<file path="config.mk">
export PLATFORM = sky130hd
export DESIGN_NAME = mul_div_unit_flat
export DESIGN_NICKNAME = d
export VERILOG_FILES = /design/src/rtl/mul_div_unit_pkg.sv /design/src/rtl/mul_div_unit_if.sv /design/src/rtl/mul_div_unit_div_step.sv /design/src/rtl/mul_div_unit.sv /design/src/flat_wrapper.sv
export SDC_FILE = /design/constraint.sdc
export NUM_CORES = 2
export LEC_CHECK = 0
export CORE_ASPECT_RATIO = 0.7
export CORE_MARGIN = 2
export CORE_UTILIZATION = 52
export CTS_CLUSTER_DIAMETER = 80
export CTS_CLUSTER_SIZE = 40
export DETAILED_ROUTE_END_ITERATION = 8
export PLACE_DENSITY_LB_ADDON = 0.25
export SLEW_MARGIN = 20
export SYNTH_ARGS = -nofsm -noshare
export SYNTH_HDL_FRONTEND = slang
export SYNTH_HIERARCHICAL = 1
export SYNTH_SLANG_ARGS = --single-unit
</file>
<file path="constraint.sdc">
create_clock -name CLK -period 11.4 [get_ports CLK]
set_input_delay 1.14 -clock CLK [delete_from_list [all_inputs] [get_ports CLK]]
set_output_delay 1.14 -clock CLK [all_outputs]
set_load 0.02 [all_outputs]
</file>
<file path="src/rtl/mul_div_unit_pkg.sv">
// Shared RV32M definitions: funct3 codes, FSM state encodings, divider step
// count and a small decode helper used by the multiply/divide unit.
package mul_div_unit_pkg;

  localparam logic [2:0] FN_MUL    = 3'b000;
  localparam logic [2:0] FN_MULH   = 3'b001;
  localparam logic [2:0] FN_MULHSU = 3'b010;
  localparam logic [2:0] FN_MULHU  = 3'b011;
  localparam logic [2:0] FN_DIV    = 3'b100;
  localparam logic [2:0] FN_DIVU   = 3'b101;
  localparam logic [2:0] FN_REM    = 3'b110;
  localparam logic [2:0] FN_REMU   = 3'b111;

  localparam int DIV_STEPS = 32;

  typedef enum logic [1:0] {
    ST_IDLE = 2'd0,
    ST_MUL  = 2'd1,
    ST_DIV  = 2'd2,
    ST_FIN  = 2'd3
  } state_t;

  // DIV and REM are the signed divide ops; DIVU/REMU have funct3[0] set.
  function automatic logic is_signed_div(input logic [2:0] fn);
    return ~fn[0];
  endfunction

endpackage

</file>
<file path="src/rtl/mul_div_unit_if.sv">
// Issue/result bundle between the EX stage and the multiply/divide unit.
//
// Handshake: the issuer raises START for one cycle with OP/A/B valid; the
// unit accepts it on the rising edge only when BUSY=0 (BUSY acts as the
// inverted ready). An accepted op leaves BUSY high until the cycle DONE is
// high; RESULT is valid while DONE=1 and held until the next accepted START.
// FLUSH aborts whatever is in flight and wins over START.
interface mul_div_unit_if #(
  parameter int XLEN = 32
);
  logic            START;
  logic [2:0]      OP;
  logic [XLEN-1:0] A;
  logic [XLEN-1:0] B;
  logic            FLUSH;
  logic [XLEN-1:0] RESULT;
  logic            BUSY;
  logic            DONE;

  modport master (
    output START, OP, A, B, FLUSH,
    input  RESULT, BUSY, DONE
  );

  modport slave (
    input  START, OP, A, B, FLUSH,
    output RESULT, BUSY, DONE
  );
endinterface

</file>
<file path="src/rtl/mul_div_unit_div_step.sv">
// One restoring-division step: shift {rem, quo} left by one, trial-subtract
// the divisor from the partial remainder and keep it when it does not borrow.
module div_step #(
  parameter int XLEN = 32
) (
  input  logic [XLEN-1:0] rem,
  input  logic [XLEN-1:0] quo,
  input  logic [XLEN-1:0] divisor,
  output logic [XLEN-1:0] next_rem,
  output logic [XLEN-1:0] next_quo
);

  logic [XLEN:0] shifted;
  logic [XLEN:0] trial;

  // rem < divisor always holds, so bit XLEN of the trial is a clean borrow flag.
  always_comb begin
    shifted  = {rem, quo[XLEN-1]};
    trial    = shifted - {1'b0, divisor};
    next_rem = shifted[XLEN-1:0];
    next_quo = {quo[XLEN-2:0], 1'b0};
    if (!trial[XLEN]) begin
      next_rem = trial[XLEN-1:0];
      next_quo = {quo[XLEN-2:0], 1'b1};
    end
  end

endmodule

</file>
<file path="src/rtl/mul_div_unit.sv">
// Iterative RV32M multiply/divide unit. MUL-family ops take a single product
// cycle; DIV/REM-family ops run a 32-step restoring divider on magnitudes and
// fix signs in FIN. Divide-by-zero and signed overflow skip straight to FIN.
module mul_div_unit
  import mul_div_unit_pkg::*;
#(
  parameter int XLEN = 32
) (
  input  logic          CLK,
  input  logic          RESET,
  mul_div_unit_if.slave bus,
  output state_t        dbg_state
);

  localparam logic [XLEN-1:0] MIN_NEG = {1'b1, {(XLEN-1){1'b0}}};

  state_t            state_q, state_d;
  logic [2:0]        op_q;
  logic [XLEN-1:0]   quo_q, rem_q, dvs_q;
  logic [5:0]        cnt_q;
  logic              q_neg_q, r_neg_q;
  logic [XLEN-1:0]   result_q;
  logic              done_q;

  logic              div_signed, b_zero, div_ovf;
  logic [XLEN-1:0]   a_mag, b_mag;
  logic              sext_a, sext_b;
  logic [2*XLEN-1:0] mul_a, mul_b, prod;
  logic [XLEN-1:0]   step_rem, step_quo;
  logic [XLEN-1:0]   fin_res;

  // Decode of the incoming op and operand conditioning for the divider.
  always_comb begin
    div_signed = is_signed_div(bus.OP);
    b_zero     = (bus.B == '0);
    div_ovf    = div_signed && (bus.A == MIN_NEG) && (bus.B == '1);
    a_mag      = (div_signed && bus.A[XLEN-1]) ? (-bus.A) : bus.A;
    b_mag      = (div_signed && bus.B[XLEN-1]) ? (-bus.B) : bus.B;
  end

  // Full product of the captured operands, extended per MULH/MULHSU/MULHU.
  always_comb begin
    sext_a = (op_q == FN_MULH) || (op_q == FN_MULHSU);
    sext_b = (op_q == FN_MULH);
    mul_a  = {{XLEN{sext_a & quo_q[XLEN-1]}}, quo_q};
    mul_b  = {{XLEN{sext_b & dvs_q[XLEN-1]}}, dvs_q};
    prod   = mul_a * mul_b;
  end

  div_step #(.XLEN(XLEN)) u_step (
    .rem      (rem_q),
    .quo      (quo_q),
    .divisor  (dvs_q),
    .next_rem (step_rem),
    .next_quo (step_quo)
  );

  // Final result selection with sign restoration for signed divides.
  always_comb begin
    fin_res = rem_q;
    if (!op_q[2]) begin
      fin_res = (op_q == FN_MUL) ? quo_q : rem_q;
    end else if (op_q[1]) begin
      fin_res = r_neg_q ? (-rem_q) : rem_q;
    end else begin
      fin_res = q_neg_q ? (-quo_q) : quo_q;
    end
  end

  // State register.
  always_ff @(posedge CLK) begin
    if (RESET) state_q <= ST_IDLE;
    else       state_q <= state_d;
  end

  // Next-state logic; FLUSH returns to IDLE from anywhere.
  always_comb begin
    state_d = state_q;
    case (state_q)
      ST_IDLE: begin
        if (bus.START) begin
          if (!bus.OP[2])          state_d = ST_MUL;
          else if (b_zero || div_ovf) state_d = ST_FIN;
          else                     state_d = ST_DIV;
        end
      end
      ST_MUL:  state_d = ST_FIN;
      ST_DIV:  if (cnt_q == 6'(DIV_STEPS - 1)) state_d = ST_FIN;
      ST_FIN:  state_d = ST_IDLE;
      default: state_d = ST_IDLE;
    endcase
    if (bus.FLUSH) state_d = ST_IDLE;
  end

  // Datapath registers: operand capture, product/divide steps, result write.
  always_ff @(posedge CLK) begin
    if (RESET) begin
      op_q     <= '0;
      quo_q    <= '0;
      rem_q    <= '0;
      dvs_q    <= '0;
      cnt_q    <= '0;
      q_neg_q  <= 1'b0;
      r_neg_q  <= 1'b0;
      result_q <= '0;
      done_q   <= 1'b0;
    end else begin
      done_q <= 1'b0;
      if (bus.FLUSH) begin
        cnt_q <= '0;
      end else begin
        case (state_q)
          ST_IDLE: begin
            if (bus.START) begin
              op_q    <= bus.OP;
              cnt_q   <= '0;
              q_neg_q <= 1'b0;
              r_neg_q <= 1'b0;
              rem_q   <= '0;
              if (!bus.OP[2]) begin
                quo_q <= bus.A;
                dvs_q <= bus.B;
              end else if (b_zero) begin
                quo_q <= '1;
                rem_q <= bus.A;
              end else if (div_ovf) begin
                quo_q <= MIN_NEG;
              end else begin
                quo_q   <= a_mag;
                dvs_q   <= b_mag;
                q_neg_q <= div_signed && (bus.A[XLEN-1] ^ bus.B[XLEN-1]);
                r_neg_q <= div_signed && bus.A[XLEN-1];
              end
            end
          end
          ST_MUL: begin
            {rem_q, quo_q} <= prod;
          end
          ST_DIV: begin
            rem_q <= step_rem;
            quo_q <= step_quo;
            cnt_q <= cnt_q + 6'd1;
          end
          ST_FIN: begin
            result_q <= fin_res;
            done_q   <= 1'b1;
          end
          default: ;
        endcase
      end
    end
  end

  assign bus.RESULT = result_q;
  assign bus.DONE   = done_q;
  assign bus.BUSY   = (state_q != ST_IDLE);
  assign dbg_state  = state_q;

endmodule
</file>
<file path="src/flat_wrapper.sv">
// flat-port wrapper written by rule: the top's interface ports become plain ports
module mul_div_unit_flat import mul_div_unit_pkg::*;
#(
  parameter int XLEN = 32
)
  (CLK, RESET, dbg_state, bus_START, bus_OP, bus_A, bus_B, bus_FLUSH, bus_RESULT, bus_BUSY, bus_DONE);
  mul_div_unit_if #(.XLEN(XLEN)) bus_i ();
  input  logic CLK;
  input  logic RESET;
  output state_t dbg_state;
  input wire logic [$bits(bus_i.START)-1:0] bus_START;
  input wire logic [$bits(bus_i.OP)-1:0] bus_OP;
  input wire logic [$bits(bus_i.A)-1:0] bus_A;
  input wire logic [$bits(bus_i.B)-1:0] bus_B;
  input wire logic [$bits(bus_i.FLUSH)-1:0] bus_FLUSH;
  output wire logic [$bits(bus_i.RESULT)-1:0] bus_RESULT;
  output wire logic [$bits(bus_i.BUSY)-1:0] bus_BUSY;
  output wire logic [$bits(bus_i.DONE)-1:0] bus_DONE;
  assign bus_i.START = bus_START;
  assign bus_i.OP = bus_OP;
  assign bus_i.A = bus_A;
  assign bus_i.B = bus_B;
  assign bus_i.FLUSH = bus_FLUSH;
  assign bus_RESULT = bus_i.RESULT;
  assign bus_BUSY = bus_i.BUSY;
  assign bus_DONE = bus_i.DONE;
  mul_div_unit #(.XLEN(XLEN)) u_core (.CLK(CLK), .RESET(RESET), .bus(bus_i), .dbg_state(dbg_state));
endmodule
</file>
==> summary.md <==
| Metric | Value |
|---|---|
| Startpoint Class | `flop` |
| Row count | `95` |
| Synth area leaders | `fa_1 44%, inv_1 9.1%, nand2_1 7.1%` |
| Core Region | `0.0963 mm²` |
| CTS tree | `yes` |
| Vias per Instance | `5.81` |
| Cell mode on critical path | `fa_1` |
| Max-Cap Viols | `0` |
| Initial antenna violation count | `7` |
| Min Clock Period, post-route | `9510 ps` |
| Slew HR | `0.122` |
| Starting Density | `0.526` |
| Crit path arrival time | `9850 ps` |
| Required @ worst endpoint | `11740 ps` |
| Synth-to-layout area growth | `5.24%` |
| Endpoint class of the critical path | `flop` |
| Number of synthesized flops with an enable pin | `0` |
| Post-cts resize count | `0` |
| Setup TNS | `0 ps` |
| Sequential area share after synthesis | `0.0561` |
| Die height | `265 µm` |
| Post-Syn Area | `0.0507 mm²` |
| Sink Count | `142` |
| DRT Wirelength | `164 mm` |
| HP Start | `u_core/r_neg_q` |
| Dominant synthesized flop cell | `dfxtp_1` |
| Yosys cell types | `92` |
| Total GRT Usage | `0.337` |
| Share of cells above drive strength 1 | `0.0455` |
| Cell family with most CP delay | `adder cells` |
| Leak | `24.5 nW` |
| Number of setup violations in the final report | `0` |
| Setup WS pre-CTS | `1880 ps` |
| Largest net degree at the start of global routing | `60` |
| Synth Area per Inst | `8.47 µm²` |
| Actual slew at the worst max-slew pin | `1310 ps` |
| Gate Count Post-Synth | `5980` |
| CP max-delay cell | `nor4b_1` |
| Final ANT Viol Nets | `0` |
| Flop2flop setup slack | `1890 ps` |
| WHS Path Cells | `2` |
| Worst-skew pair later-pin latency | `470 ps` |
| Maximum clock rate | `105 MHz` |
| Clk buf depth | `2` |
| RSZ-0062 raised after global routing | `no` |
| Via count | `41349` |
| Fin. Hold Viols | `0` |
| Root Driver | `clkbuf_16` |
| Setup repair bufs after CTS | `0` |
| Reg2reg end | `u_core/rem_q[27]` |
| Post-DP HPWL | `134 mm` |
| Mapped Nets | `7432` |
| Cts hold-fix bufs | `0` |
| Synth top area share | `0.445` |
| Critical path class | `flop to flop` |
| Max incr delay on CP | `690 ps` |
| Post-layout nets | `7287` |
| #FFs+latches synth | `142` |
| Port Buf Inserts | `106` |
| Number of global-route vias before repair | `41472` |
| TritonCTS Buffers | `17` |
| Global route overflow | `0` |
| Final Cycle Share | `0.834` |
| Detailed Routing Iterations Pass 1 | `7` |
| Reg2reg start | `u_core/quo_q[31]` |
| Design Power | `3.57 mW` |
| Global-route wire length before repair | `256 mm` |
| Max FO, Critical Path | `39` |
| Routed len/inst | `23.0 µm` |
| Die W | `377 µm` |
| Worst-path clk slew | `70 ps` |
| Cell accounting for the most synthesized area | `fa_1` |
| Io pins | `107` |
| Top post-synthesis cells by count | `1229 x inv_1, 1126 x fa_1, 964 x nand2_1, 319 x clkbuf_1, 317 x and2_1` |
| Ys async rst share | `0` |
| Most frequent cell after synthesis | `inv_1` |
| Final non-filler cell area | `0.0533 mm²` |
| Peak supply drop | `0.000107 V` |
| Max Slew Vio Count | `0` |
| Setup Skew | `20.3 ps` |
| Buffer and inverter count on the worst path | `7` |
| Post-DP Area | `0.0527 mm²` |
| WHS Endpoint | `u_core/r_neg_q` |
| Yosys warnings | `6` |
| H-tree depth | `4` |
| Power per cell area | `66.9 mW/mm²` |
| Final design utilization | `0.554` |
| Status | `finished clean` |
| Register-to-Register Path Depth | `29` |
| Worst setup margin | `1890 ps` |
| Full die area | `0.100 mm²` |
| Min-delay worst type | `flop to flop` |
| First-iteration detailed-routing DRC count | `4395` |
| DRC viols | `0` |
| GP Congestion | `1.05` |
==> state kept, by name (all words and copies together), names as in the netlist <==
name and count:
u_core/bus.RESULT 32, u_core/dvs_q 32, u_core/quo_q 32, u_core/rem_q 32, u_core/cnt_q 6, u_core/op_q 3
u_core/dbg_state 2, u_core/bus.DONE 1, u_core/q_neg_q 1, u_core/r_neg_q 1
==> area by class of cell <==
class,instances,area (µm²)
fillers,8886,43000
multi-input cells,4194,41500
inverters,1231,4630
flip-flops and latches,142,2850
repair buffers,249,2140
well taps,1261,1580
clock buffers,18,439
clock inverters,14,199
diodes,6,15.0
==> through the flow <==
step                hold WS [ps]  instances
floorplan                    474       5980
global placement             436       7074
detailed placement           443       7077
CTS                          456       7109
global route                 479       7109
finish                       458       7115
==> cells by family after synthesis <==
family                     Yosys count  share of synthesized area
adders and majority gates         1381                      0.508
buffers and inverters             1644                      0.126
muxes                               64                     0.0152
DFF                                142                     0.0561
xor gates and xnor gates           203                     0.0351
and+or+nand+nor                   1812                      0.164
AOI/OAI and AO/OA                  734                     0.0954
==> report_power, final <==
| group | switching (mW) | internal [mW] |
|---|---|---|
| clock network | 0.296 | 0.343 |
| logic | 1.52 | 0.822 |
| registers | 0.0683 | 0.522 |
| total | 1.88 | 1.69 |
==> cells in the final DEF, fill, tap and decap left out, types with 16 or more instances in the layout <==
cell             instances
and2_1                 317
inv_1                 1229
and3_1                  18
nor4_1                  18
a31oi_1                 27
or3_1                   17
mux2_4                  19
ha_1                   253
a22oi_1                 20
o21bai_1                16
nand3_1                 51
mux2i_1                 25
nand2_1                963
clkdlybuf4s50_1        105
nand4_1                 29
o31ai_1                 32
xnor2_1                116
xor2_1                  87
nand2b_1                23
o21ai_0                141
mux2_2                  19
fa_1                  1125
a221oi_1                37
clkbuf_16               17
a211oi_1                55
dfxtp_1                140
nor3_1                  45
o211ai_1                29
a21oi_1                194
buf_4                  143
a21o_1                  66
nor2_1                 240
==> layer usage <==
| layer | vias up | global-route usage | part of all wire |
|---|---|---|---|
| li1 | 17887 | - | - |
| met2 | 2151 | 0.483 | 0.42 |
| met5 | - | 0 | 0.00021 |
| met1 | 21097 | 0.515 | 0.45 |
| met4 | 6 | 0.0757 | 0.024 |
| met3 | 208 | 0.0778 | 0.11 |
==> worst max-delay path by stage <==
stage	start	slack, ps	depth (start not counted)	to
2_1_floorplan	u_core/op_q[2]	2910	32	u_core/rem_q[29]
3_3_place_gp	u_core/op_q[2]	2040	30	u_core/rem_q[27]
3_5_place_dp	u_core/op_q[2]	1880	30	u_core/rem_q[27]
4_1_cts	u_core/op_q[2]	1840	30	u_core/rem_q[27]
5_1_grt	u_core/quo_q[31]	1370	29	u_core/rem_q[27]
6_report	u_core/quo_q[31]	1890	29	u_core/rem_q[27]
==> worst reg2reg max path, delay by kind of cell, from the launching register on <==
| kind | cells | cell delay, ps |
|---|---|---|
| AND/OR/NAND/NOR | 7 | 1850 |
| buffers and inverters | 7 | 1360 |
| flip-flops | 1 | 310 |
| adder cells (fa/ha/maj) | 9 | 4240 |
| AO/OA/AOI/OAI | 6 | 1650 |
No activity file was read; power rests on OpenSTA's default activity.
